`config.mk`:
```
export PLATFORM = sky130hd
export DESIGN_NAME = fetch_pc_unit_flat
export DESIGN_NICKNAME = d
export VERILOG_FILES = /design/src/rtl/fetch_pc_unit_pkg.sv /design/src/rtl/fetch_pc_unit_if.sv /design/src/rtl/fetch_pc_unit_target_chk.sv /design/src/rtl/fetch_pc_unit.sv /design/src/flat_wrapper.sv
export SDC_FILE = /design/constraint.sdc
export NUM_CORES = 1
export LEC_CHECK = 0
export ABC_AREA = 1
export BUFFER_PORTS_ARGS = -buffer_cell sky130_fd_sc_hd__buf_2
export CAP_MARGIN = 5
export CORE_ASPECT_RATIO = 0.75
export CORE_MARGIN = 10
export CORE_UTILIZATION = 52
export DETAILED_ROUTE_END_ITERATION = 16
export PLACE_DENSITY_LB_ADDON = 0.25
export SYNTH_ARGS = -nofsm -noshare
export SYNTH_HDL_FRONTEND = slang
export SYNTH_SLANG_ARGS = --single-unit
```
`constraint.sdc`:
```
create_clock -name clk -period 2.1 [get_ports clk]
set_input_delay 0.42 -clock clk [delete_from_list [all_inputs] [get_ports clk]]
set_output_delay 0.42 -clock clk [all_outputs]
set_load 0.02 [all_outputs]
```
`src/rtl/fetch_pc_unit_pkg.sv`:
```
// Shared definitions for the fetch PC unit.
//   PC_W         : width of byte program counters
//   INSTR_BYTES  : bytes per instruction word (sequential PC step)
//   fetch_state_t: RUN = normal fetching, FAULT = frozen after an illegal redirect
package fetch_pkg;
  localparam int PC_W        = 32;
  localparam int INSTR_BYTES = 4;

  typedef enum logic {FS_RUN, FS_FAULT} fetch_state_t;
endpackage

```
`src/rtl/fetch_pc_unit_if.sv`:
```
// Bundle between the fetch PC unit and the hazard/execute/prog_mem side.
// master: hazard unit + execute stage (drives stalls, flush, redirect; reads PCs)
// slave : fetch_pc_unit (drives prog_mem address, F/D PCs, valid, fault, count)
interface fetch_pc_unit_if import fetch_pkg::*; #(parameter int SIZE_LOG2 = 13) ();
  logic                 StallF;
  logic                 StallD;
  logic                 FlushD;
  logic                 PCSrcE;
  logic [PC_W-1:0]      PCTargetE;
  logic [SIZE_LOG2-1:0] A;
  logic [PC_W-1:0]      PCF;
  logic [PC_W-1:0]      PCPlus4F;
  logic [PC_W-1:0]      PCD;
  logic [PC_W-1:0]      PCPlus4D;
  logic [PC_W-1:0]      PCPlus8D;
  logic                 ValidD;
  logic                 FaultF;
  logic [31:0]          FetchCnt;

  modport master (
    output StallF, StallD, FlushD, PCSrcE, PCTargetE,
    input  A, PCF, PCPlus4F, PCD, PCPlus4D, PCPlus8D, ValidD, FaultF, FetchCnt
  );

  modport slave (
    input  StallF, StallD, FlushD, PCSrcE, PCTargetE,
    output A, PCF, PCPlus4F, PCD, PCPlus4D, PCPlus8D, ValidD, FaultF, FetchCnt
  );
endinterface

```
`src/rtl/fetch_pc_unit_target_chk.sv`:
```
// Redirect target legality check (combinational).
//   target  : redirect byte address from execute
//   illegal : 1 when the target is misaligned or outside the program memory
module fetch_target_chk import fetch_pkg::*; #(
  parameter int SIZE_LOG2 = 13
) (
  input  logic [PC_W-1:0] target,
  output logic            illegal
);
  // Shifting the whole word keeps every bit of the target in the expression.
  assign illegal = (target[1:0] != 2'b00) || ((target >> (SIZE_LOG2 + 2)) != '0);
endmodule

```
`src/rtl/fetch_pc_unit.sv`:
```
// F-stage PC generator plus F->D register for the PC-side state. The D registers
// advance on the same edge prog_mem latches mem[A], so PCD/ValidD always describe RD.
//   clk, rst_n : clock, synchronous active-low reset
//   bus        : slave side of fetch_pc_unit_if (stalls, flush, redirect in;
//                A, PCF, PCPlus4F, PCD, PCPlus4D, PCPlus8D, ValidD, FaultF, FetchCnt out)
module fetch_pc_unit import fetch_pkg::*; #(
  parameter int              SIZE_LOG2 = 13,
  parameter logic [PC_W-1:0] RESET_PC  = 32'h0
) (
  input  logic              clk,
  input  logic              rst_n,
  fetch_pc_unit_if.slave    bus
);
  fetch_state_t    state_q;
  logic [PC_W-1:0] pc_f, pc_next, pc_plus4_f;
  logic [PC_W-1:0] pc_d, pc_plus4_d, pc_plus8_d;
  logic            valid_d;
  logic [31:0]     fetch_cnt;
  logic            target_illegal;
  logic            fault_go;
  logic            valid_load;

  fetch_target_chk #(.SIZE_LOG2(SIZE_LOG2)) u_target_chk (
    .target  (bus.PCTargetE),
    .illegal (target_illegal)
  );

  assign pc_plus4_f = pc_f + INSTR_BYTES;

  // A stalled F re-reads the same word, so that fetch is a duplicate, not a new instruction.
  assign valid_load = (state_q == FS_RUN) && !bus.StallF;

  always_comb begin
    pc_next  = pc_f;
    fault_go = 1'b0;
    if (state_q == FS_RUN) begin
      if (bus.PCSrcE) begin
        if (target_illegal) fault_go = 1'b1;
        else                pc_next  = bus.PCTargetE;
      end else if (!bus.StallF) begin
        pc_next = pc_plus4_f;
      end
    end
  end

  always_ff @(posedge clk) begin
    if (!rst_n) begin
      state_q    <= FS_RUN;
      pc_f       <= RESET_PC;
      pc_d       <= '0;
      pc_plus4_d <= '0;
      pc_plus8_d <= '0;
      valid_d    <= 1'b0;
      fetch_cnt  <= '0;
    end else begin
      if (fault_go) state_q <= FS_FAULT;
      pc_f <= pc_next;
      if (bus.FlushD) begin
        pc_d       <= '0;
        pc_plus4_d <= '0;
        pc_plus8_d <= '0;
        valid_d    <= 1'b0;
      end else if (!bus.StallD) begin
        pc_d       <= pc_f;
        pc_plus4_d <= pc_plus4_f;
        pc_plus8_d <= pc_f + 2 * INSTR_BYTES;
        valid_d    <= valid_load;
        if (valid_load) fetch_cnt <= fetch_cnt + 32'd1;
      end
    end
  end

  assign bus.A        = pc_f[SIZE_LOG2+1:2];
  assign bus.PCF      = pc_f;
  assign bus.PCPlus4F = pc_plus4_f;
  assign bus.PCD      = pc_d;
  assign bus.PCPlus4D = pc_plus4_d;
  assign bus.PCPlus8D = pc_plus8_d;
  assign bus.ValidD   = valid_d;
  assign bus.FaultF   = (state_q == FS_FAULT);
  assign bus.FetchCnt = fetch_cnt;
endmodule

```
`src/flat_wrapper.sv`:
```
// flat-port wrapper written by rule: the top's interface ports become plain ports
module fetch_pc_unit_flat import fetch_pkg::*;
#(
  parameter int              SIZE_LOG2 = 13,
  parameter logic [PC_W-1:0] RESET_PC  = 32'h0
)
  (clk, rst_n, bus_StallF, bus_StallD, bus_FlushD, bus_PCSrcE, bus_PCTargetE, bus_A, bus_PCF, bus_PCPlus4F, bus_PCD, bus_PCPlus4D, bus_PCPlus8D, bus_ValidD, bus_FaultF, bus_FetchCnt);
  fetch_pc_unit_if #(.SIZE_LOG2(SIZE_LOG2)) bus_i ();
  input  logic clk;
  input  logic rst_n;
  input wire logic [$bits(bus_i.StallF)-1:0] bus_StallF;
  input wire logic [$bits(bus_i.StallD)-1:0] bus_StallD;
  input wire logic [$bits(bus_i.FlushD)-1:0] bus_FlushD;
  input wire logic [$bits(bus_i.PCSrcE)-1:0] bus_PCSrcE;
  input wire logic [$bits(bus_i.PCTargetE)-1:0] bus_PCTargetE;
  output wire logic [$bits(bus_i.A)-1:0] bus_A;
  output wire logic [$bits(bus_i.PCF)-1:0] bus_PCF;
  output wire logic [$bits(bus_i.PCPlus4F)-1:0] bus_PCPlus4F;
  output wire logic [$bits(bus_i.PCD)-1:0] bus_PCD;
  output wire logic [$bits(bus_i.PCPlus4D)-1:0] bus_PCPlus4D;
  output wire logic [$bits(bus_i.PCPlus8D)-1:0] bus_PCPlus8D;
  output wire logic [$bits(bus_i.ValidD)-1:0] bus_ValidD;
  output wire logic [$bits(bus_i.FaultF)-1:0] bus_FaultF;
  output wire logic [$bits(bus_i.FetchCnt)-1:0] bus_FetchCnt;
  assign bus_i.StallF = bus_StallF;
  assign bus_i.StallD = bus_StallD;
  assign bus_i.FlushD = bus_FlushD;
  assign bus_i.PCSrcE = bus_PCSrcE;
  assign bus_i.PCTargetE = bus_PCTargetE;
  assign bus_A = bus_i.A;
  assign bus_PCF = bus_i.PCF;
  assign bus_PCPlus4F = bus_i.PCPlus4F;
  assign bus_PCD = bus_i.PCD;
  assign bus_PCPlus4D = bus_i.PCPlus4D;
  assign bus_PCPlus8D = bus_i.PCPlus8D;
  assign bus_ValidD = bus_i.ValidD;
  assign bus_FaultF = bus_i.FaultF;
  assign bus_FetchCnt = bus_i.FetchCnt;
  fetch_pc_unit #(.SIZE_LOG2(SIZE_LOG2), .RESET_PC(RESET_PC)) u_core (.clk(clk), .rst_n(rst_n), .bus(bus_i));
endmodule
```
Yosys cells after proc, flatten, opt, wreduce, memory -nomap -nowiden
Index checks and enable logic that the tools add are counted.
W data, S select, Z words.
{"block": "classes", "n_addsub": 3, "n_eq_ne": 2, "muxes": 6, "bitwise_logic": 4, "n_reduce_logical": 8}
{"operator": "$mux W32", "count": 3}
{"operator": "$add A32 B1 Y32 const B", "count": 1}
{"operator": "$add A32 B3 Y32 const B", "count": 1}
{"operator": "$add A32 B4 Y32 const B", "count": 1}
{"operator": "$reduce_bool A32 Y1", "count": 1}
{"operator": "$reduce_and A3 Y1", "count": 2}
{"operator": "$not A1 Y1", "count": 4}
{"operator": "$mux W1", "count": 3}
{"operator": "$ne A2 B1 Y1 const B", "count": 1}
{"operator": "$ne A2 B2 Y1 const B", "count": 1}
{"operator": "$reduce_bool A2 Y1", "count": 1}
{"operator": "$reduce_or A2 Y1", "count": 1}
{"operator": "$logic_and A1 B1 Y1", "count": 1}
{"operator": "$logic_not A1 Y1", "count": 1}
{"operator": "$logic_or A1 B1 Y1", "count": 1}
{"block": "totals", "ff_bits": 162, "out_inout_bits": 207, "wordCells": 30}

Longest topological paths before layout
Gate-level depths: netlist of the first run.
{"block": "logic_depth", "word_depth": 5, "depth_mapped": 11, "depth_no_buf": 11}

Cells and area by module
A second synthesis of the first run with hierarchy kept.
{"block": "unflattened", "cells_unflattened": 1159, "hier_area_um2": 7852.5}
{"module": "fetch_pc_unit", "instances": 1, "cells_each": 1141, "area_each_um2": 7781.2, "seq_area_each_um2": 3143.0}
{"module": "fetch_target_chk", "instances": 1, "cells_each": 18, "area_each_um2": 71.3, "seq_area_each_um2": 0.0}

Least setup slack after synthesis of the first run
Ideal clock, no wire load.
{"block": "synth_path", "kind": "register -> output", "from": "register u_core.pc_f[4], in the netlist u_core.bus.PCF[4]", "to": "output port bus_PCPlus4F[13]", "arrival_time_ps": 1595, "required_ps": 1680, "slack_ps": 85, "path_stages_with_launch": 6, "cell_sequence": "dfxtp_1 > ha_1 > nand2_1 > nor2_4 > nand3_1 > xor2_1"}
{"block": "synth_between", "elab_chain_cells": 1}
{"element": "start: declaration", "line_no": "fetch_pc_unit.sv:15", "source": "logic [PC_W-1:0] pc_f, pc_next, pc_plus4_f;"}
{"element": "start signal: assignment", "line_no": "fetch_pc_unit.sv:57", "source": "pc_f <= pc_next;"}
{"element": "$add A32 B3 Y32", "line_no": "fetch_pc_unit.sv:28", "source": "assign pc_plus4_f = pc_f + INSTR_BYTES;"}
{"element": "end: declaration", "line_no": "flat_wrapper.sv:18", "source": "output wire logic [$bits(bus_i.PCPlus4F)-1:0] bus_PCPlus4F;"}
No other way between the ends.

Final worst setup path of the first run
{"block": "layout_path", "from": "register u_core.pc_f[3], in the netlist u_core.bus.PCF[3]", "to": "output port bus_PCPlus4F[29]"}
Same word-level chain as after synthesis.

==> flow_summary.yaml, run 1 <==
run_status:
  status: "complete, but fails checks"
  failed_checks: "setup timing"
synthesis:
  yosys-top-cells-area: "dfxtp_1 (39%), nand2_1 (14%), nor2_1 (12%)"
  syn_nets: 1266
  yosys.area.top_type: "dfxtp_1"
  syn_inst: 1225
  synth-seq-cells: 157
  synth_ff_type: "dfxtp_1"
  synth_seq_area_share: 0.395
  syn_avg_cell_area_um2: 6.50
  async_flop_share: 0
  netlist.area_leader.share: 0.395
  netlist_area_um2: 7960
  synth_most_common_cell: "nand2_1"
  synth_common_cells: "nand2_1 (301), nor2_1 (247), dfxtp_1 (157)"
  synth-edff-count: 0
  yosysWarnings: 0
  yosysUniqueCellTypes: 36
worst_setup_path:
  crit_family: "simple AND/OR/NAND/NOR gates"
  critPathRequiredTime_ns: 1.68
  path_buf_inv: 2
  cp_slowest_cell: "dfxtp_4"
  worst_setup_path_end_kind: "primary output"
  cp.arrival_ns: 1.88
  path_class: "reg -> out"
  max_stage_delay_ns: 0.39
  crit_chain: "ha_4 > nand2_4 > nor2_4 > buf_12 > nand2_8 > nor2_4 > nand2_1 > nand2_1 > nand2_2 > buf_6"
  path_max_fanout: 6
  startpoint_type: "register"
die:
  fp-row-count: 39
  ios: 245
  die_w_um: 163
  start_util: 0.526
  die_height_um: 127
  core_um2: 15100
  die_area_um2: 20700
cells_and_area:
  fill_cells: 1206
  drive_gt1_frac: 0.346
  area_delta_synth_final_pct: 40.7
  nets: 1544
  multi_input_area_um2: 4530
  regArea_um2: 3190
pwr:
  peakVddDrop_uv: 591
  p_per_area_nw_per_um2: 709
  leakage_nw: 5.67
  total_power_w: 0.00794
routing:
  routedWlPerCell_um: 17.8
  drt_pass1_iterations: 7
  ant_nets: 0
  drc: 0
  first_iter_violations: 846
  drt_wl_total_um: 30600
  vias: 9135
  avgViaCountPerCell: 5.31
placed_design:
  hpwl_um: 21600
  gp_congestion: 0.973
  io_buffers: 244
clock_network:
  cts_tree: "built"
  cts_sinks: 157
  clk_pin_slew_ns: 0.06
  clockBufferDepth: 2
  cts_buffers: 17
  root_buffer: "clkbuf_16"
  cts-htree-levels: 4
  clk_latency_ns: 0.43
sta:
  setup_viol: 26
  fmax_mhz: 434
  fin_crit_ns: 2.30
  drv_slew: 0
  tns_ns: -3.88
  slew_headroom: 0.602
  finClkSkew_ns: 0.0108
  grt_setup_unrepaired: "true"
  period_share: 1.10
  final_hold_viol_count: 0
  worstMarginPinSlew_ns: 0.597
  timing.final.ws_setup_ns: -0.204
hold_path:
  holdCritPathClass: "in -> reg"
grt:
  overflow: 0
  grt_max_degree: 62
  grt_pass1_wl_um: 46000
  grtUsageTotal: 0.276
  grt_pass1_vias: 8393
  antenna_found_initial: 2
run:
  cap_violations: 0
-- cell families after synthesis --
kind of cell    Yosys count  synth area share
flops                   157             0.395
compound gates          173             0.112
buf+inv                 196             0.104
fa+ha+maj                 3           0.00471
xor+xnor                 32            0.0352
simple gates            664             0.350
-- per-stage QoR --
| stage | cells | utilization | worst slack, ns | area, um2 | hold WS, ns |
|---|---|---|---|---|---|
| finish | 1720 | 0.741 | -0.204 | 11200 | 0.319 |
| global route | 1719 | 0.740 | -0.274 | 11200 | 0.359 |
| CTS | 1698 | 0.714 | -0.179 | 10800 | 0.317 |
| detailed placement | 1651 | 0.627 | -0.0243 | 9490 | 0.454 |
| global placement | 1651 | 0.627 | 0.0122 | 9490 | 0.450 |
| floorplan | 1225 | - | 0.0850 | 7960 | 0.544 |
-- sequential cells by signal, indices dropped and copies added, names as in the netlist --
| signal | flops |
|---|---|
| u_core.bus.PCD | 29 |
| u_core.bus.FetchCnt | 32 |
| u_core.bus.PCPlus8D | 32 |
| u_core.bus.PCF | 32 |
| u_core.bus.FaultF | 1 |
| u_core.bus.PCPlus4D | 30 |
| u_core.bus.ValidD | 1 |
-- worst register-to-register path: cells and delay by family, from the launching register on --
kind                     cells  cell delay (ns)
AO/OA/AOI/OAI                1             0.13
AND/OR/NAND/NOR              4             0.60
buffers and inverters        5             0.47
adder cells (fa/ha/maj)      1             0.16
XOR/XNOR                     1             0.15
flip-flops                   1             0.39
-- per-layer routing --
| metal | track usage | vias up | part of all wire |
|---|---|---|---|
| met5 | 0 | - | 0 |
| met4 | 0.0884 | 0 | 0.030 |
| met3 | 0.0751 | 76 | 0.10 |
| met2 | 0.424 | 498 | 0.44 |
| met1 | 0.368 | 4199 | 0.42 |
| li1 | - | 4362 | - |
-- power breakdown --
part	leakage, nW	internal, W	total [W]	switching [W]
registers	1.29	0.00309	0.00320	0.000107
clock network	0.309	0.00213	0.00340	0.00127
logic	4.07	0.000475	0.00134	0.000867
-- repair_timing --
item,4_1_cts,5_1_grt
gates cloned,0,0
gates resized for setup,164,59
setup endpoints to repair,27,28
setup buffers,18,20
hold buffers,0,0
pin swaps,40,40
-- worst paths after layout --
path	start	to	slack (ns)	depth (start not counted)
max	u_core.bus.PCF[3]	bus_PCPlus4F[29]	-0.20	10
min	bus_PCTargetE[7]	u_core.bus.PCF[7]	0.32	5
max reg2reg	u_core.bus.PCF[3]	u_core.bus.PCPlus8D[29]	0.10	12
min reg2reg	u_core.bus.PCPlus8D[8]	u_core.bus.PCPlus8D[8]	0.46	2
-- final cells by class --
class                           instances  area share
Clock inverter                         10      0.0170
Clock buffer                           19      0.0395
Multi-Input combinational cell        872       0.405
Inverter                              129      0.0433
Tap cell                              205      0.0229
Antenna cell                            2    0.000447
Timing Repair Buffer                  326       0.187
Sequential cell                       157       0.285
-- layout by cell type (no fill, tap or decap), drive strengths merged, types with 13 or more instances in the layout --
cell type | Yosys | final
buf | 31 | 326
nand2 | 309 | 309
nor2 | 273 | 273
dfxtp | 157 | 157
inv | 129 | 129
o21ai | 92 | 92
a21oi | 72 | 72
nand3 | 48 | 48
xor2 | 30 | 30
clkbuf | 36 | 19
nor3 | 13 | 13
Power figures use the tool's default switching activity.
==> run 2, diff against run 1 <==
--- a/config.mk
+++ b/config.mk
@@ -11,5 +11,5 @@
 export CORE_ASPECT_RATIO = 0.75
 export CORE_MARGIN = 10
-export CORE_UTILIZATION = 52
+export CORE_UTILIZATION = 35
 export DETAILED_ROUTE_END_ITERATION = 16
 export PLACE_DENSITY_LB_ADDON = 0.25
==> constraint.sdc (replaced) <==
create_clock -name clk -period 2.1 [get_ports clk]
set_input_delay 0.42 -clock clk [delete_from_list [all_inputs] [get_ports clk]]
set_output_delay 0.42 -clock clk [all_outputs]
set_load 0.05 [all_outputs]
==> run 2 against run 1 <==
Net effect: die area is 41% higher; critical endpoint is now bus_PCPlus4F[21]; utilization fell by 21 points; the flow still finishes with violations (setup timing); sequential share of layout area down 1.4 points; non-clock buffer count rose by 26; highest routed layer unchanged; global-route usage down 6.3 points; fmax decreased by 1.9%; flip-flop and latch count stayed put; sequential power hardly changed; clock power shrank 8.8%; cell area rose by 5.2%; total power grew 2.5%; largest cell class unchanged.
==> flow_summary.yaml, run 2 (synthesis gave the netlist of run 1 again) <==
run_status:
  status: "complete, but fails checks"
  failed_checks: "setup timing"
grt:
  grt_max_degree: 61
  grt_pass1_vias: 8491
  antenna_found_initial: 2
  grt_pass1_wl_um: 49000
  overflow: 0
  grtUsageTotal: 0.212
cells_and_area:
  final_util: 0.530
  fin_cells: 1837
  area_delta_synth_final_pct: 48.0
  design_area_um2: 11800
  multi_input_area_um2: 4680
  layout_common_cells: "nand2_1 (246), nor2_1 (229), buf_2 (216), dfxtp_1 (136), inv_1 (116)"
  fill_cells: 2252
  nets: 1570
  regArea_um2: 3190
  final_common_cell: "nand2_1"
  drive_gt1_frac: 0.363
placed_design:
  place_area_um2: 9990
  place_ws_ns: 0.0224
  gp_congestion: 0.933
  dp_cells: 1761
  hpwl_um: 24400
  io_buffers: 244
worst_setup_path:
  path_max_fanout: 6
  crit_chain: "ha_4 > nand2_4 > nor2_4 > buf_12 > nand2_8 > nor2_4 > buf_4 > nand3_4 > nand2_4 > buf_8"
  cp.arrival_ns: 1.93
  path_class: "reg -> out"
  critPathRequiredTime_ns: 1.68
  startpoint_type: "register"
  cp_slowest_cell: "dfxtp_4"
  worst_setup_path_end_kind: "primary output"
  max_stage_delay_ns: 0.38
pwr:
  peakVddDrop_uv: 467
  switching_power_w: 0.00276
  cellInternalPower_w: 0.00539
  clockPowerShare: 0.380
  p_per_area_nw_per_um2: 691
  sw_frac_of_total: 0.338
  power_frac_seq: 0.392
  combPwrFrac: 0.228
  leakage_nw: 5.90
sta:
  setup_viol: 25
  worstMarginPinSlew_ns: 0.628
  grt_setup_unrepaired: "true"
  drv_slew: 0
  final_hold_viol_count: 0
  timing.final.ws_setup_ns: -0.249
  finClkSkew_ns: 0.0131
  slew_headroom: 0.581
  fmax_mhz: 426
  period_share: 1.12
  fin_crit_ns: 2.35
clock_network:
  root_buffer: "clkbuf_16"
  cts_buffers: 17
  clockBufferDepth: 2
  cts_tree: "built"
  holdBufCountCts: 0
  cts_sinks: 157
  cts-htree-levels: 4
  clk_latency_ns: 0.43
  clk_pin_slew_ns: 0.06
die:
  die_height_um: 151
  die_w_um: 194
  start_util: 0.358
  ios: 245
  fp-row-count: 47
  die_area_um2: 29300
  core_um2: 22200
routing:
  drt_pass1_iterations: 5
  avgViaCountPerCell: 4.79
  first_iter_violations: 398
  ant_nets: 0
  drc: 0
  routedWlPerCell_um: 17.6
  drt_wl_total_um: 32300
  vias: 8794
hold_path:
  holdCritPathClass: "in -> reg"
run:
  cap_violations: 0
-- run 2: cell types whose count changed in the layout (fill, tap and decap cells not counted), sizes merged --
cell	delta
clkbuf	+3
inv	+2
diode	-1
clkinv	-1
bufinv	-4
clkinvlp	+3
buf	+26
-- run 2: through the flow --
step	total power [W]	setup TNS (ns)	hold WS, ns
4_1_cts	0.00815	-3.45	0.315
2_1_floorplan	0.00439	0	0.585
3_5_place_dp	0.00493	0	0.453
6_report	0.00815	-3.69	0.319
5_1_grt	0.00844	-5.46	0.335
3_3_place_gp	0.00492	-0.00555	0.452
-- run 2: repair_timing --
action / 4_1_cts / 5_1_grt
setup endpoints to repair: 27 / 29
buffers inserted: 31 / 13
pin swaps: 44 / 38
gates resized for setup: 160 / 70
-- run 2: critical path: cells and delay by family, from the launching register on --
family                   cells  cell delay [ns]
AND/OR/NAND/NOR              6             0.53
adder cells (fa/ha/maj)      1             0.15
buffers and inverters        3             0.44
flip-flops                   1             0.38
-- run 2: worst paths after layout --
| check | start | endpoint | slack (ns) | depth (start not counted) |
|---|---|---|---|---|
| worst min-delay path | bus_PCTargetE[12] | u_core.bus.PCF[12] | 0.32 | 5 |
| worst max register to register | u_core.bus.PCF[3] | u_core.bus.PCPlus8D[16] | 0.19 | 9 |
| worst min register to register | u_core.bus.ValidD | u_core.bus.ValidD | 0.47 | 2 |
| worst max-delay path | u_core.bus.PCF[3] | bus_PCPlus4F[21] | -0.25 | 10 |
-- run 2: layout make-up --
cell class,count,area share
Antenna cell,1,0.000212
Clock buffer,22,0.0403
Clock inverter,10,0.00870
Inverter,129,0.0420
Multi-Input combinational cell,872,0.397
Sequential cell,157,0.271
Tap cell,294,0.0312
Timing Repair Buffer,352,0.210
-- run 2: per-layer routing --
layer,part of all wire,routed length (um),up-vias,global-route usage
li1,-,-,4404,-
met1,0.47,15200,4069,0.288
met2,0.43,14000,291,0.325
met3,0.082,2650,30,0.0664
met4,0.012,390,0,0.0441
met5,0,0,-,0
-- run 2: power groups by stage --
stage               registers, W  logic, W  clock network (W)
floorplan                0.00364  0.000748                  0
global placement         0.00324   0.00168                  0
detailed placement       0.00325   0.00168                  0
CTS                      0.00319   0.00181            0.00315
global route             0.00321   0.00198            0.00325
finish                   0.00319   0.00186            0.00310
==> run 3, diff against run 2 <==
CELL_PAD_IN_SITES_DETAIL_PLACEMENT = 1   (was default)
CELL_PAD_IN_SITES_GLOBAL_PLACEMENT = 1   (was default)
==> run 3 against run 2 <==
Net effect: the run still ends with setup timing left; register-to-register slack worse by 0.04 ns; combinational power about the same; first-iteration DRC count up 18%; clock skew about the same; wire length up 10%; flip-flop and latch count unchanged; die area unchanged; sequential share of layout area up 0.79 points; total power up 3.5%; cell area down 2.8%.
==> flow_summary.yaml, run 3 (synthesis gave the netlist of run 1 again) <==
hold_path:
  holdCritPathClass: "in -> reg"
  hold_path.startpoint: "bus_PCTargetE[7]"
routing:
  avgViaCountPerCell: 4.99
  routedWlPerCell_um: 19.6
  drt_wl_total_um: 35600
  drt_pass1_iterations: 5
  first_iter_violations: 468
  ant_nets: 0
  drc: 0
  vias: 9055
placed_design:
  io_buffers: 244
  gp_congestion: 0.926
  place_ws_ns: 0.00347
  dp_cells: 1759
  place_area_um2: 9910
  hpwl_um: 26500
worst_setup_path:
  crit_path_start: "u_core.bus.PCF[3]"
  worst_setup_path_end_kind: "primary output"
  rr_startpoint: "u_core.bus.PCF[3]"
  critPathRequiredTime_ns: 1.68
  cp.arrival_ns: 1.93
  max_stage_delay_ns: 0.38
  path_buf_inv: 3
  path_class: "reg -> out"
  crit_chain: "ha_4 > buf_4 > inv_2 > nor2_4 > nand2_2 > nor2_4 > nand2_1 > nand2_2 > nand2_4 > buf_12"
  crit_family: "simple AND/OR/NAND/NOR gates"
  startpoint_type: "register"
  path_max_fanout: 3
  cp_slowest_cell: "dfxtp_4"
sta:
  setup_viol: 25
  worstMarginPinSlew_ns: 0.641
  final_hold_viol_count: 0
  finClkSkew_ns: 0.0130
  grt_setup_unrepaired: "true"
  tns_ns: -4.13
  drv_slew: 0
  timing.final.ws_setup_ns: -0.248
  fmax_mhz: 426
  slew_headroom: 0.573
  period_share: 1.12
  fin_crit_ns: 2.35
die:
  die_height_um: 151
  core_um2: 22200
  die_w_um: 194
  die_area_um2: 29300
  fp-row-count: 47
  ios: 245
  start_util: 0.358
pwr:
  leakage_nw: 5.70
  peakVddDrop_uv: 472
  total_power_w: 0.00843
  p_per_area_nw_per_um2: 736
cells_and_area:
  final_common_cell: "nand2_1"
  area_delta_synth_final_pct: 43.9
  design_area_um2: 11500
  drive_gt1_frac: 0.348
  layout_common_cells: "nand2_1 (255), nor2_1 (228), buf_2 (216), dfxtp_1 (136), inv_1 (117)"
  fin_cells: 1814
  fill_cells: 2902
  nets: 1547
grt:
  overflow: 0
  antenna_found_initial: 2
  grt_max_degree: 61
  grt_pass1_wl_um: 54200
  grt_pass1_vias: 9332
  grtUsageTotal: 0.235
run_status:
  status: "complete, but fails checks"
  failed_checks: "setup timing"
clock_network:
  holdBufCountCts: 0
  cts_buffers: 17
  clk_latency_ns: 0.43
  root_buffer: "clkbuf_16"
  cts_sinks: 157
  clockBufferDepth: 2
  cts_tree: "built"
  clk_pin_slew_ns: 0.07
  cts-htree-levels: 4
run:
  cap_violations: 0
## run 3: stage by stage
stage	hold WS, ns	util
finish	0.319	0.516
CTS	0.310	0.504
detailed placement	0.462	0.446
floorplan	0.585	-
global placement	0.454	0.446
global route	0.351	0.516
## run 3: worst paths after layout
| path | end | slack (ns) | cells after the start |
|---|---|---|---|
| setup / recovery | bus_PCPlus4F[19] | -0.25 | 10 |
| hold / removal | u_core.bus.PCF[7] | 0.32 | 5 |
| setup reg to reg | u_core.bus.PCPlus8D[28] | 0.15 | 9 |
| hold reg to reg | u_core.bus.ValidD | 0.47 | 2 |
## run 3: power breakdown
part / switching, W / internal (W)
clock: 0.00137 / 0.00201
sequential: 0.000110 / 0.00309
combinational: 0.00133 / 0.000513
total: 0.00281 / 0.00562
## run 3: routing by layer
| metal | vias up | part of all wire | global-route usage |
|---|---|---|---|
| li1 | 4352 | - | - |
| met1 | 4390 | 0.46 | 0.301 |
| met2 | 269 | 0.45 | 0.375 |
| met3 | 44 | 0.069 | 0.0709 |
| met4 | 0 | 0.022 | 0.0721 |
| met5 | - | 0 | 0 |
## run 3: repair_timing
item                                    CTS  global route
setup buffers                            18             7
pin swaps                                24            35
gates resized for setup                 143            66
endpoints found under the setup margin   28            28
## run 3: area by class of cell
class	count	area (um2)	share of cell area
multi-input combinational	872	4570	0.399
sequential	157	3190	0.279
timing repair buffer	329	2190	0.191
inverter	129	495	0.0432
clock buffer	20	478	0.0417
tap	294	368	0.0321
clock inverter	11	155	0.0135
antenna	2	5.00	0.000437
## run 3: tightest hold or removal path: cells and delay by family
kind / cells / cell delay, ns
AND/OR/NAND/NOR: 4 / 0.23
buffers and inverters: 1 / 0.08
